[config.mk]
export PLATFORM = sky130hd
export DESIGN_NAME = run_ctrl
export DESIGN_NICKNAME = d
export VERILOG_FILES = /design/src/rtl/run_ctrl.sv
export SDC_FILE = /design/constraint.sdc
export NUM_CORES = 1
export LEC_CHECK = 0
export ABC_AREA = 1
export ABC_CLOCK_PERIOD_IN_PS = 2100
export BUFFER_PORTS_ARGS = -buffer_cell sky130_fd_sc_hd__buf_4
export CAP_MARGIN = 5
export CORE_ASPECT_RATIO = 1.5
export CORE_UTILIZATION = 29
export DETAILED_ROUTE_END_ITERATION = 6
export GPL_TIMING_DRIVEN = 1
export SETUP_SLACK_MARGIN = 0.02
export SLEW_MARGIN = 20
export SYNTH_ARGS = -nofsm -noshare
export SYNTH_HDL_FRONTEND = slang
export SYNTH_SLANG_ARGS = --single-unit
export TNS_END_PERCENT = 50
[constraint.sdc]
create_clock -name clk -period 2.1 [get_ports clk]
set_clock_uncertainty 0.15 [all_clocks]
set_input_delay 0.315 -clock clk [delete_from_list [all_inputs] [get_ports clk]]
set_output_delay 0.315 -clock clk [all_outputs]
set_load 0.005 [all_outputs]
[src/rtl/run_ctrl.sv]
// ============================================================================
//  Module   : run_ctrl
//  Purpose  : Four-phase req/done run controller that loads a start PC into
//             the core, releases it, and watches for completion or timeout.
//  Revision : 1.0  initial release
// ============================================================================
`default_nettype none

module run_ctrl #(
  parameter int PC_W      = 12,
  parameter int NUM_PROGS = 3,
  parameter int SEL_W     = 2,
  parameter int CNT_W     = 16
) (
  input  logic                      clk,
  input  logic                      reset,
  input  logic                      i_req,
  input  logic [SEL_W-1:0]          i_prog_sel,
  input  logic [NUM_PROGS*PC_W-1:0] i_start_addrs,
  input  logic [CNT_W-1:0]          i_timeout_cycles,
  input  logic                      i_core_done,
  output logic                      o_core_rst,
  output logic                      o_core_en,
  output logic [PC_W-1:0]           o_core_start_pc,
  output logic                      o_busy,
  output logic                      o_done,
  output logic [1:0]                o_err,
  output logic [SEL_W-1:0]          o_active_prog,
  output logic [CNT_W-1:0]          o_cycle_count
);

  typedef enum logic [1:0] {
    S_IDLE   = 2'd0,
    S_LOAD   = 2'd1,
    S_RUN    = 2'd2,
    S_FINISH = 2'd3
  } state_t;

  localparam logic [1:0] c_ERR_OK      = 2'b00;
  localparam logic [1:0] c_ERR_TIMEOUT = 2'b01;
  localparam logic [1:0] c_ERR_BADSEL  = 2'b10;
  localparam logic [1:0] c_ERR_ABORT   = 2'b11;

  state_t            r_state;
  logic              r_core_rst;
  logic              r_core_en;
  logic [PC_W-1:0]   r_core_start_pc;
  logic              r_busy;
  logic              r_done;
  logic [1:0]        r_err;
  logic [SEL_W-1:0]  r_active_prog;
  logic [CNT_W-1:0]  r_cycle_count;

  logic              w_sel_ok;
  logic [PC_W-1:0]   w_sel_pc;
  logic [CNT_W-1:0]  w_cnt_inc;
  logic              w_timeout_hit;

  assign w_sel_ok = (32'(i_prog_sel) < NUM_PROGS);

  // Explicit mux avoids indexing past the packed vector for illegal selects.
  always_comb begin
    w_sel_pc = '0;
    for (int i = 0; i < NUM_PROGS; i++) begin
      if (32'(i_prog_sel) == i) begin
        w_sel_pc = i_start_addrs[i*PC_W +: PC_W];
      end
    end
  end

  assign w_cnt_inc     = (&r_cycle_count) ? r_cycle_count : r_cycle_count + 1'b1;
  assign w_timeout_hit = (i_timeout_cycles != '0) && (w_cnt_inc == i_timeout_cycles);

  always_ff @(posedge clk) begin
    if (reset) begin
      r_state         <= S_IDLE;
      r_core_rst      <= 1'b1;
      r_core_en       <= 1'b0;
      r_core_start_pc <= '0;
      r_busy          <= 1'b0;
      r_done          <= 1'b0;
      r_err           <= c_ERR_OK;
      r_active_prog   <= '0;
      r_cycle_count   <= '0;
    end else begin
      case (r_state)
        S_IDLE: begin
          r_core_rst <= 1'b1;
          r_core_en  <= 1'b0;
          if (i_req) begin
            r_cycle_count <= '0;
            if (w_sel_ok) begin
              r_state         <= S_LOAD;
              r_active_prog   <= i_prog_sel;
              r_core_start_pc <= w_sel_pc;
              r_err           <= c_ERR_OK;
              r_busy          <= 1'b1;
            end else begin
              // Core stays in reset; only the handshake completes.
              r_state <= S_FINISH;
              r_err   <= c_ERR_BADSEL;
              r_done  <= 1'b1;
            end
          end
        end

        S_LOAD: begin
          if (!i_req) begin
            r_state <= S_IDLE;
            r_err   <= c_ERR_ABORT;
            r_busy  <= 1'b0;
          end else begin
            r_state    <= S_RUN;
            r_core_rst <= 1'b0;
            r_core_en  <= 1'b1;
          end
        end

        S_RUN: begin
          r_cycle_count <= w_cnt_inc;
          if (!i_req) begin
            r_state    <= S_IDLE;
            r_err      <= c_ERR_ABORT;
            r_busy     <= 1'b0;
            r_core_en  <= 1'b0;
            r_core_rst <= 1'b1;
          end else if (i_core_done || w_timeout_hit) begin
            r_state   <= S_FINISH;
            r_err     <= i_core_done ? c_ERR_OK : c_ERR_TIMEOUT;
            r_busy    <= 1'b0;
            r_core_en <= 1'b0;
            r_done    <= 1'b1;
          end
        end

        S_FINISH: begin
          r_core_en <= 1'b0;
          if (!i_req) begin
            r_state    <= S_IDLE;
            r_done     <= 1'b0;
            r_core_rst <= 1'b1;
          end
        end

        default: begin
          r_state <= S_IDLE;
        end
      endcase
    end
  end

  assign o_core_rst      = r_core_rst;
  assign o_core_en       = r_core_en;
  assign o_core_start_pc = r_core_start_pc;
  assign o_busy          = r_busy;
  assign o_done          = r_done;
  assign o_err           = r_err;
  assign o_active_prog   = r_active_prog;
  assign o_cycle_count   = r_cycle_count;

endmodule

`default_nettype wire

==> results.cfg, run 1 <==
[outcome]
status = finished with violations
violations = setup timing

[global_routing]
antenna_found_initial = 0
grt_max_degree = 27
overflow = 0
grt_pass1_vias = 3258
grt_pass1_wl_um = 14700
grt_usage = 0.198

[synthesis]
synth-async-reset-ratio = 0
synth.distinct_cells = 31
ys_warn_count = 0
syn_area_per_cell_um2 = 6.09
yosys.area_share.simple = 0.438
synth_mux_area_frac = 0
synth_nets = 501
synthTopCellsByArea = dfxtp_1 (29%), nand2_1 (22%), nand3_1 (8.1%)
synth_top_family_by_area = simple AND/OR/NAND/NOR gates
yosysTopAreaCell = dfxtp_1
syn_area_um2 = 2670
synthAdderAreaFrac = 0.0235
synth_ff_type = dfxtp_1
yosysSeqAreaShare = 0.285
syn_inst = 438
synth_top_area_share = 0.285
synth_edf_count = 0
synth-compound-area-share = 0.132
synth-seq-cells = 38
synth-xor-area-share = 0.0249

[floorplanning]
dieArea_um2 = 9590
core_um2 = 8880
io_pins = 94
core.rowCount = 42
start_util = 0.300
dieHeight_um = 119
fp.dieW_um = 80.3

[layout]
num_antenna_cells = 0
layout_commonest_cell = nand2_1
layout-drive-gt1-share = 0.337
fin_area_um2 = 4170
layout_common_cells = nand2_1 (153), buf_4 (152), inv_1 (49), nand3_1 (40), nor2_1 (33)
syn_to_final_growth_pct = 56.3
finalNetCount = 647

[setup_path]
critPathTopFamily = simple AND/OR/NAND/NOR gates
critPathBufInv = 3
cpMaxStageDelayCell = dfxtp_4
cp_common_cell = nand2_1
critPathRequiredTime_ps = 2130
criticalPathCategory = register to register
path_cells = ha_4 > inv_2 > nor2_4 > buf_4 > buf_4 > nand3_1 > nand2_1 > nand2_1 > nand2_1 > nand2_1 > a21oi_2 > nand2_1 > nor2_2 > nand3_2 > nand3_4 > nand4_1 > nand2_1 > nor2_1
crit_fanout = 5
worstPathArrival_ps = 2350
start_kind = register
critPathCaptureType = register
slowest_delay_ps = 380

[run]
drv_cap = 0

[cts]
path_clk_slew_ps = 60
numCtsBuffers = 5
cts_sinks = 38
cts_root_buffer = clkbuf_16
ctsHoldBuffers = 0
cts_tree = built
cts_buffer_depth = 2
clkLatencyLatePin_ps = 290
htree_levels = 2

[sta]
drv_slew = 0
fin_ws_ps = -223
hold_violations = 0
final.min_clock_period_ps = 2320
slew-limit-headroom = 0.621
finalCritPeriodShare = 1.11
fmaxAchievable_ghz = 0.430
tns_ps = -1430
finalSetupViolCount = 7
worstMarginPinSlew_ps = 568
rsz0062_at_grt = true
holdWs_ps = 181

[routing]
drtAntennaViolNets = 0
routed_wl_um = 9190
vias_per_cell = 4.91
dr.pass1.iters = 4
wl_per_cell_um = 13.2
drc = 0
drt_iter0_drc = 132
vias = 3412

[hold_path]
worstHoldPathType = primary input to register

[pwr]
power_density_nw_per_um2 = 752
cellLeakagePower_nw = 2.03
ir_worst_vdd_v = 0.000381

[place]
placed_cell_area_um2 = 3900
dp_hpwl_um = 7190
dp_slack_ps = -286
io_buffers = 93
place_congestion = 0.880
layout make-up:
class / count / area (um2)
inverter: 51 / 194
sequential: 38 / 776
clock inverter: 2 / 60.1
clock buffer: 6 / 139
timing repair buffer: 152 / 1140
tap: 110 / 138
multi-input combinational: 336 / 1720
fill: 913 / 4710
synth_stat cells, types with 3 or more instances:
master and n:
a41oi_1 12, a21oi_1 28, nand2_1 157, nor2_1 37
clkbuf_1 12, nand4_1 8, nand3_1 43, inv_1 49
dfxtp_1 38, ha_1 5, xnor2_1 3, o21ai_0 14
nand3_2 4, nor2_4 3, nor4_1 4
state kept, by name (all words and copies together), names as in the netlist:
signal / count
o_core_start_pc: 12
o_cycle_count: 16
r_state: 2
o_active_prog: 2
o_done: 1
o_busy: 1
o_core_en: 1
o_err: 2
o_core_rst: 1
timing repair:
item,CTS,global route
gates cloned,1,0
pin swaps,2,7
endpoints found under the setup margin,7,7
buffers inserted,2,1
gates resized for setup,10,5
endpoints found under the hold margin,0,0
worst min-delay path, delay by kind of cell:
family          cells  cell delay, ps
buf+inv             1             110
compound gates      1             100
simple gates        1              50
per-layer routing:
layer  GRT usage  up-vias  routed length, um
li1            -     1720                  -
met1       0.202     1540               3510
met2       0.382      129               4950
met3      0.0360       23                473
met4      0.0781        0                251
met5           0        -                  0
cells by family (layout without fill, tap and decap cells):
logic type / count (synthesis) / in the layout
flip-flops: 38 / 38
XOR/XNOR: 6 / 6
adder cells (fa/ha/maj): 5 / 5
AO/OA/AOI/OAI: 59 / 59
buffers and inverters: 65 / 211
AND/OR/NAND/NOR: 265 / 266
power by group:
group          switching (W)  internal [W]
combinational       0.000621      0.000537
clock               0.000323      0.000714
sequential         0.0000888      0.000853
worst paths after layout:
kind                     startpoint                  to  slack, ps  cells after the start
setup / recovery   o_cycle_count[1]              o_busy       -220                     18
hold / removal    i_start_addrs[29]  o_core_start_pc[5]        180                      3
setup reg to reg   o_cycle_count[1]              o_busy       -220                     18
hold reg to reg            o_err[1]            o_err[1]        320                      2
metrics by stage:
| stage | utilization | std cells | power [W] |
|---|---|---|---|
| after global placement | 0.439 | 684 | 0.00208 |
| after CTS | 0.468 | 695 | 0.00317 |
| after global routing | 0.470 | 695 | 0.00335 |
| after detailed placement | 0.439 | 684 | 0.00210 |
| final | 0.470 | 695 | 0.00314 |
| after floorplan | - | 438 | 0.00158 |
Power figures use the tool's default switching activity.
==> inputs of run 2 (changes only) <==
--- a/config.mk
+++ b/config.mk
@@ -6,7 +6,7 @@
 export NUM_CORES = 1
 export LEC_CHECK = 0
 export ABC_AREA = 1
-export ABC_CLOCK_PERIOD_IN_PS = 2100
+export ABC_CLOCK_PERIOD_IN_PS = 2150
 export BUFFER_PORTS_ARGS = -buffer_cell sky130_fd_sc_hd__buf_4
 export CAP_MARGIN = 5
 export CORE_ASPECT_RATIO = 1.5
@@ -14,6 +14,7 @@
 export DETAILED_ROUTE_END_ITERATION = 6
 export GPL_TIMING_DRIVEN = 1
 export SETUP_SLACK_MARGIN = 0.02
+export SKIP_CTS_REPAIR_TIMING = 1
 export SLEW_MARGIN = 20
 export SYNTH_ARGS = -nofsm -noshare
 export SYNTH_HDL_FRONTEND = slang
==> constraint.sdc (replaced) <==
create_clock -name clk -period 2.15 [get_ports clk]
set_clock_uncertainty 0.15 [all_clocks]
set_input_delay 0.3225 -clock clk [delete_from_list [all_inputs] [get_ports clk]]
set_output_delay 0.3225 -clock clk [all_outputs]
set_load 0.005 [all_outputs]
==> run 2 against run 1 <==
Worst hold slack improved by 7.6 ps. Worst setup slack improved by 110 ps. Utilization rose by 0.61 points. Sequential power fell by 2.8%. Clock power fell by 4%. Largest power group unchanged. Fmax rose by 2.7%. Clock-buffer cell count did not move. Non-clock buffer count rose by 1. The flow still finishes with violations (setup timing). First-iteration DRC count rose by 0.76%. Die area did not move. Critical path type unchanged. Sequential share of layout area fell by 0.30 points. Global-route usage fell by 0.31 points.
==> results.cfg, run 2 (synthesized netlist as in run 1, its figures left out) <==
[outcome]
status = finished with violations
violations = setup timing

[global_routing]
grt_max_degree = 27
antenna_found_initial = 0
grt_pass1_wl_um = 14600
met3_usage = 0.0383
grt_usage = 0.195
grt_pass1_vias = 3301
overflow = 0
use_met1 = 0.202
top_usage_layer = met2
use_met2 = 0.373

[routing]
vias_per_cell = 4.86
wl_per_cell_um = 13.0
routed_wl_um = 9060
vias = 3385
drt_iter0_drc = 133
dr.pass1.iters = 4
drc = 0
drtAntennaViolNets = 0

[cts]
path_clk_slew_ps = 60
cts_tree = built
numCtsBuffers = 5
clkLatencyLatePin_ps = 280
cts_root_buffer = clkbuf_16
cts_buffer_depth = 2
cts_sinks = 38
htree_levels = 2

[sta]
finalCritPeriodShare = 1.05
worstMarginPinSlew_ps = 883
drv_slew = 0
finalSetupViolCount = 7
slew-limit-headroom = 0.409
hold_violations = 0
fmaxAchievable_ghz = 0.442
holdWs_ps = 188
fin_ws_ps = -111
final.min_clock_period_ps = 2260
rsz0062_at_grt = true

[layout]
finalNetCount = 648
largest_reg_flops = 16
num_antenna_cells = 0
fillers = 891
layout-drive-gt1-share = 0.352
layout_common_cells = buf_4 (152), nand2_1 (151), inv_1 (48), nand3_1 (37), dfxtp_1 (32)
layout_commonest_cell = buf_4
final_util = 0.476
syn_to_final_growth_pct = 58.3

[setup_path]
critPathTopFamily = simple AND/OR/NAND/NOR gates
path_cells = ha_4 > inv_2 > nor2_4 > nand2_4 > nor2_4 > nand2_1 > nand2_1 > nand2_1 > nand2_1 > nand2_1 > nor2_1 > nand2_1 > nor2_2 > nand3_4 > nand3_4 > nand3_2 > nand2_1 > nor2_1
cpMaxStageDelayCell = dfxtp_4
start_kind = register
cp_common_cell = nand2_1
critPathRequiredTime_ps = 2180
crit_fanout = 5
critPathBufInv = 1
critPathCaptureType = register
slowest_delay_ps = 370
worstPathArrival_ps = 2290
criticalPathCategory = register to register

[floorplanning]
core.rowCount = 42
core_um2 = 8880
dieHeight_um = 119
fp.dieW_um = 80.3
start_util = 0.300
io_pins = 94
dieArea_um2 = 9590

[place]
io_buffers = 93
dp_slack_ps = -217
dp_hpwl_um = 7140
place_congestion = 0.912

[run]
drv_cap = 0

[pwr]
cellLeakagePower_nw = 2.04
power_density_nw_per_um2 = 727
ir_worst_vdd_v = 0.000428

[hold_path]
worstHoldPathType = primary input to register
run 2: cell count changes in the layout (fill, tap and decap cells not counted), sizes merged:
cell	previous run	this run
buf	152	153
run 2: worst reg2reg max path, stage by stage, from the launching register on:
cell and delay [ps]:
dfxtp_4 370, ha_4 140, inv_2 40, nor2_4 120, nand2_4 100, nor2_4 140, nand2_1 80, nand2_1 80
nand2_1 50, nand2_1 50, nand2_1 70, nor2_1 100, nand2_1 60, nor2_2 150, nand3_4 130, nand3_4 120
nand3_2 70, nand2_1 60, nor2_1 60
run 2: final cells by class:
type                       count  area, um2  area share
timing repair buffer         153       1150       0.273
inverter                      51        196      0.0465
tap                          110        138      0.0326
clock inverter                 2       60.1      0.0142
multi-input combinational    336       1770       0.418
sequential                    38        773       0.183
clock buffer                   6        139      0.0329
run 2: metal layers:
| layer | part of all wire | vias to the layer above |
|---|---|---|
| met4 | 0.026 | 0 |
| met3 | 0.058 | 19 |
| met2 | 0.54 | 117 |
| met1 | 0.37 | 1525 |
| met5 | 0 | - |
| li1 | - | 1724 |
run 2: metrics by stage:
step                      area, um2  cells  power, W  TNS, ps
final                          4220    696   0.00307     -721
after global routing           4220    696   0.00328    -2000
after CTS                      4090    692   0.00306    -1460
after detailed placement       3890    684   0.00204    -1370
after global placement         3890    684   0.00203    -1020
after floorplan                2690    438   0.00154        0
run 2: path summary, 6_finish.rpt:
check | from | to | slack (ps) | cells after the start
worst min register to register | o_active_prog[1] | o_active_prog[1] | 310 | 2
worst max register to register | o_cycle_count[0] | r_state[1] | -110 | 18
worst max-delay path | o_cycle_count[0] | r_state[1] | -110 | 18
worst min-delay path | i_start_addrs[29] | o_core_start_pc[5] | 190 | 3
run 2: report_power, final:
part           internal [W]  leakage (nW)  switching [W]  total, W
Clock              0.000697        0.0971       0.000303   0.00100
Combinational      0.000539          1.63       0.000617   0.00116
Sequential         0.000833         0.314      0.0000829  0.000916
==> inputs of run 3 (changes only) <==
--- a/config.mk
+++ b/config.mk
@@ -5,7 +5,6 @@
 export SDC_FILE = /design/constraint.sdc
 export NUM_CORES = 1
 export LEC_CHECK = 0
-export ABC_AREA = 1
 export ABC_CLOCK_PERIOD_IN_PS = 2150
 export BUFFER_PORTS_ARGS = -buffer_cell sky130_fd_sc_hd__buf_4
 export CAP_MARGIN = 5
==> run 3 against run 2 <==
The flow finishes with violations (DRC, setup timing). Utilization is 0.47 points higher. Clock power is 18% lower. Worst hold slack better by 37 ps. Die area is 11% higher. Final area is 15% higher. Routed wire length is 28% higher. First-iteration DRC count is 49% higher. Cell count is 2.3% lower. Sequential power is 13% lower. Via count is 8.4% higher. Largest cell class unchanged.
==> results.cfg, run 3 <==
[synthesis]
synthTopCellsByArea = dfxtp_1 (26%), nor2_1 (7.4%), a21oi_1 (6.4%)
yosysTopAreaCell = dfxtp_1
yosysSeqAreaShare = 0.255
synth_top_area_share = 0.255
synth_edf_count = 0
synth.most_common_cell = nor2_1
synth.distinct_cells = 62
synth_ff_type = dfxtp_1
synth-seq-cells = 38
syn_area_um2 = 2980
syn_area_per_cell_um2 = 7.53
syn_inst = 396
synth_nets = 459
synth-async-reset-ratio = 0
yosys-top-cells-count = nor2_1 (59), a21oi_1 (38), dfxtp_1 (38)
ys_warn_count = 0

[global_routing]
antenna_found_initial = 0
grt_usage = 0.215
grt_pass1_wl_um = 18000
grt_pass1_vias = 3551
grt_max_degree = 45
overflow = 0

[routing]
routed_wl_um = 11600
drc = 7
drtAntennaViolNets = 0
dr.pass1.iters = 7
drt_iter0_drc = 198
vias_per_cell = 5.39
wl_per_cell_um = 17.1
vias = 3668

[layout]
layout-drive-gt1-share = 0.458
multi_input_comb_area_um2 = 2180
finalNetCount = 625
regArea_um2 = 801
final_util = 0.480
finalNonFillerCells = 680
layout_commonest_cell = buf_4
fillers = 995
layout_common_cells = buf_4 (189), nor2_1 (59), a21oi_1 (35), dfxtp_1 (24), a211oi_1 (18)
syn_to_final_growth_pct = 62.4
num_antenna_cells = 0
largest_reg_flops = 16

[sta]
slew-limit-headroom = 0.665
final.min_clock_period_ps = 2790
finalSetupViolCount = 7
holdWs_ps = 225
finalCritPeriodShare = 1.30
fin_ws_ps = -640
rsz0062_at_grt = true
tns_ps = -3760
fmaxAchievable_ghz = 0.358
worstMarginPinSlew_ps = 502
hold_violations = 0
drv_slew = 0

[setup_path]
critPathCaptureType = register
rr_startpoint = o_cycle_count[13]
crit_fanout = 7
start_kind = register
startpoint = o_cycle_count[13]
critPathRequiredTime_ps = 2180
slowest_delay_ps = 350
reg2regPathDepth = 10
r2r_slack_ps = -640
timing.rr.end = o_done
criticalPathCategory = register to register
worstPathArrival_ps = 2820
cpMaxStageDelayCell = dfxtp_1
path_cells = buf_6 > and4_4 > a211oi_1 > o2111ai_1 > o2111ai_2 > nor4_4 > buf_4 > nand3_4 > a211o_1 > mux2_4

[cts]
numCtsBuffers = 5
cts_tree = built
path_clk_slew_ps = 60
cts_root_buffer = clkbuf_16
cts_sinks = 38
clkLatencyLatePin_ps = 290
cts_buffer_depth = 2
htree_levels = 2

[floorplanning]
start_util = 0.296
io_pins = 94
core.rowCount = 45
fp.dieW_um = 84.8
dieHeight_um = 126
core_um2 = 10100
dieArea_um2 = 10700

[hold_path]
min_from = i_start_addrs[13]
worstHoldPathType = primary input to register
holdPathStages = 3
whs_endpoint = o_core_start_pc[1]

[pwr]
cellLeakagePower_nw = 2.08
p_total_w = 0.00235
ir_worst_vdd_v = 0.000349
power_density_nw_per_um2 = 485

[outcome]
status = finished with violations
violations = DRC, setup timing

[place]
io_buffers = 93
placed_cells = 663
dp_hpwl_um = 8920
place_congestion = 0.954

[run]
drv_cap = 0
==> run 3: cell count changes after synthesis, sizes merged, moves of 13 or more <==
cell,change
a211oi,+19
buf,+13
inv,-36
mux2i,+15
nand2,-147
nand3,-37
nor2,+18
nor3,+13
==> run 3: cells by family (layout without fill, tap and decap cells) <==
group           after synthesis  count (layout)  share of synthesized area
fa+ha+maj                     5               5                     0.0210
compound gates              117             117                      0.257
buf+inv                      50             217                     0.0768
flops                        38              38                      0.255
mux                          18              18                     0.0630
simple gates                158             158                      0.298
xor+xnor                     10              10                     0.0294
==> run 3: worst max-delay path by stage <==
stage                         to  slack (ps)  cells past startpoint
after floorplan           o_done        -550                     11
after global placement    o_done        -770                     10
after detailed placement  o_done        -770                      9
after CTS                 o_done        -800                      9
after global routing      o_done        -720                      9
final                     o_done        -640                     10
==> run 3: per-stage QoR <==
step	cell area, um2	setup slack [ps]
finish	4840	-640
global route	4840	-719
CTS	4600	-797
detailed placement	4430	-771
global placement	4430	-768
floorplan	3050	-550
==> run 3: per-layer routing <==
metal | GRT usage | vias up | part of all wire
li1 | - | 1808 | -
met1 | 0.236 | 1740 | 0.39
met2 | 0.407 | 97 | 0.55
met3 | 0.0262 | 23 | 0.032
met4 | 0.0927 | 0 | 0.028
met5 | 0 | - | 0
==> run 3: worst max-delay path: cells and delay by family, from the launching register on <==
family / cells / cell delay (ps)
buffers and inverters: 2 / 310
DFF: 1 / 350
AOI/OAI and AO/OA: 4 / 900
and+or+nand+nor: 3 / 670
muxes: 1 / 290
==> run 3: area by class of cell <==
class                   count  area share
inverters                  15      0.0116
clock inverters             2     0.00310
flip-flops and latches     38       0.165
clock buffers               6      0.0310
well taps                 117      0.0302
repair buffers            194       0.309
multi-input cells         308       0.450
==> run 3: power breakdown <==
part	internal, W	switching [W]
registers	0.000756	0.0000391
clock network	0.000500	0.000316
logic	0.000368	0.000369
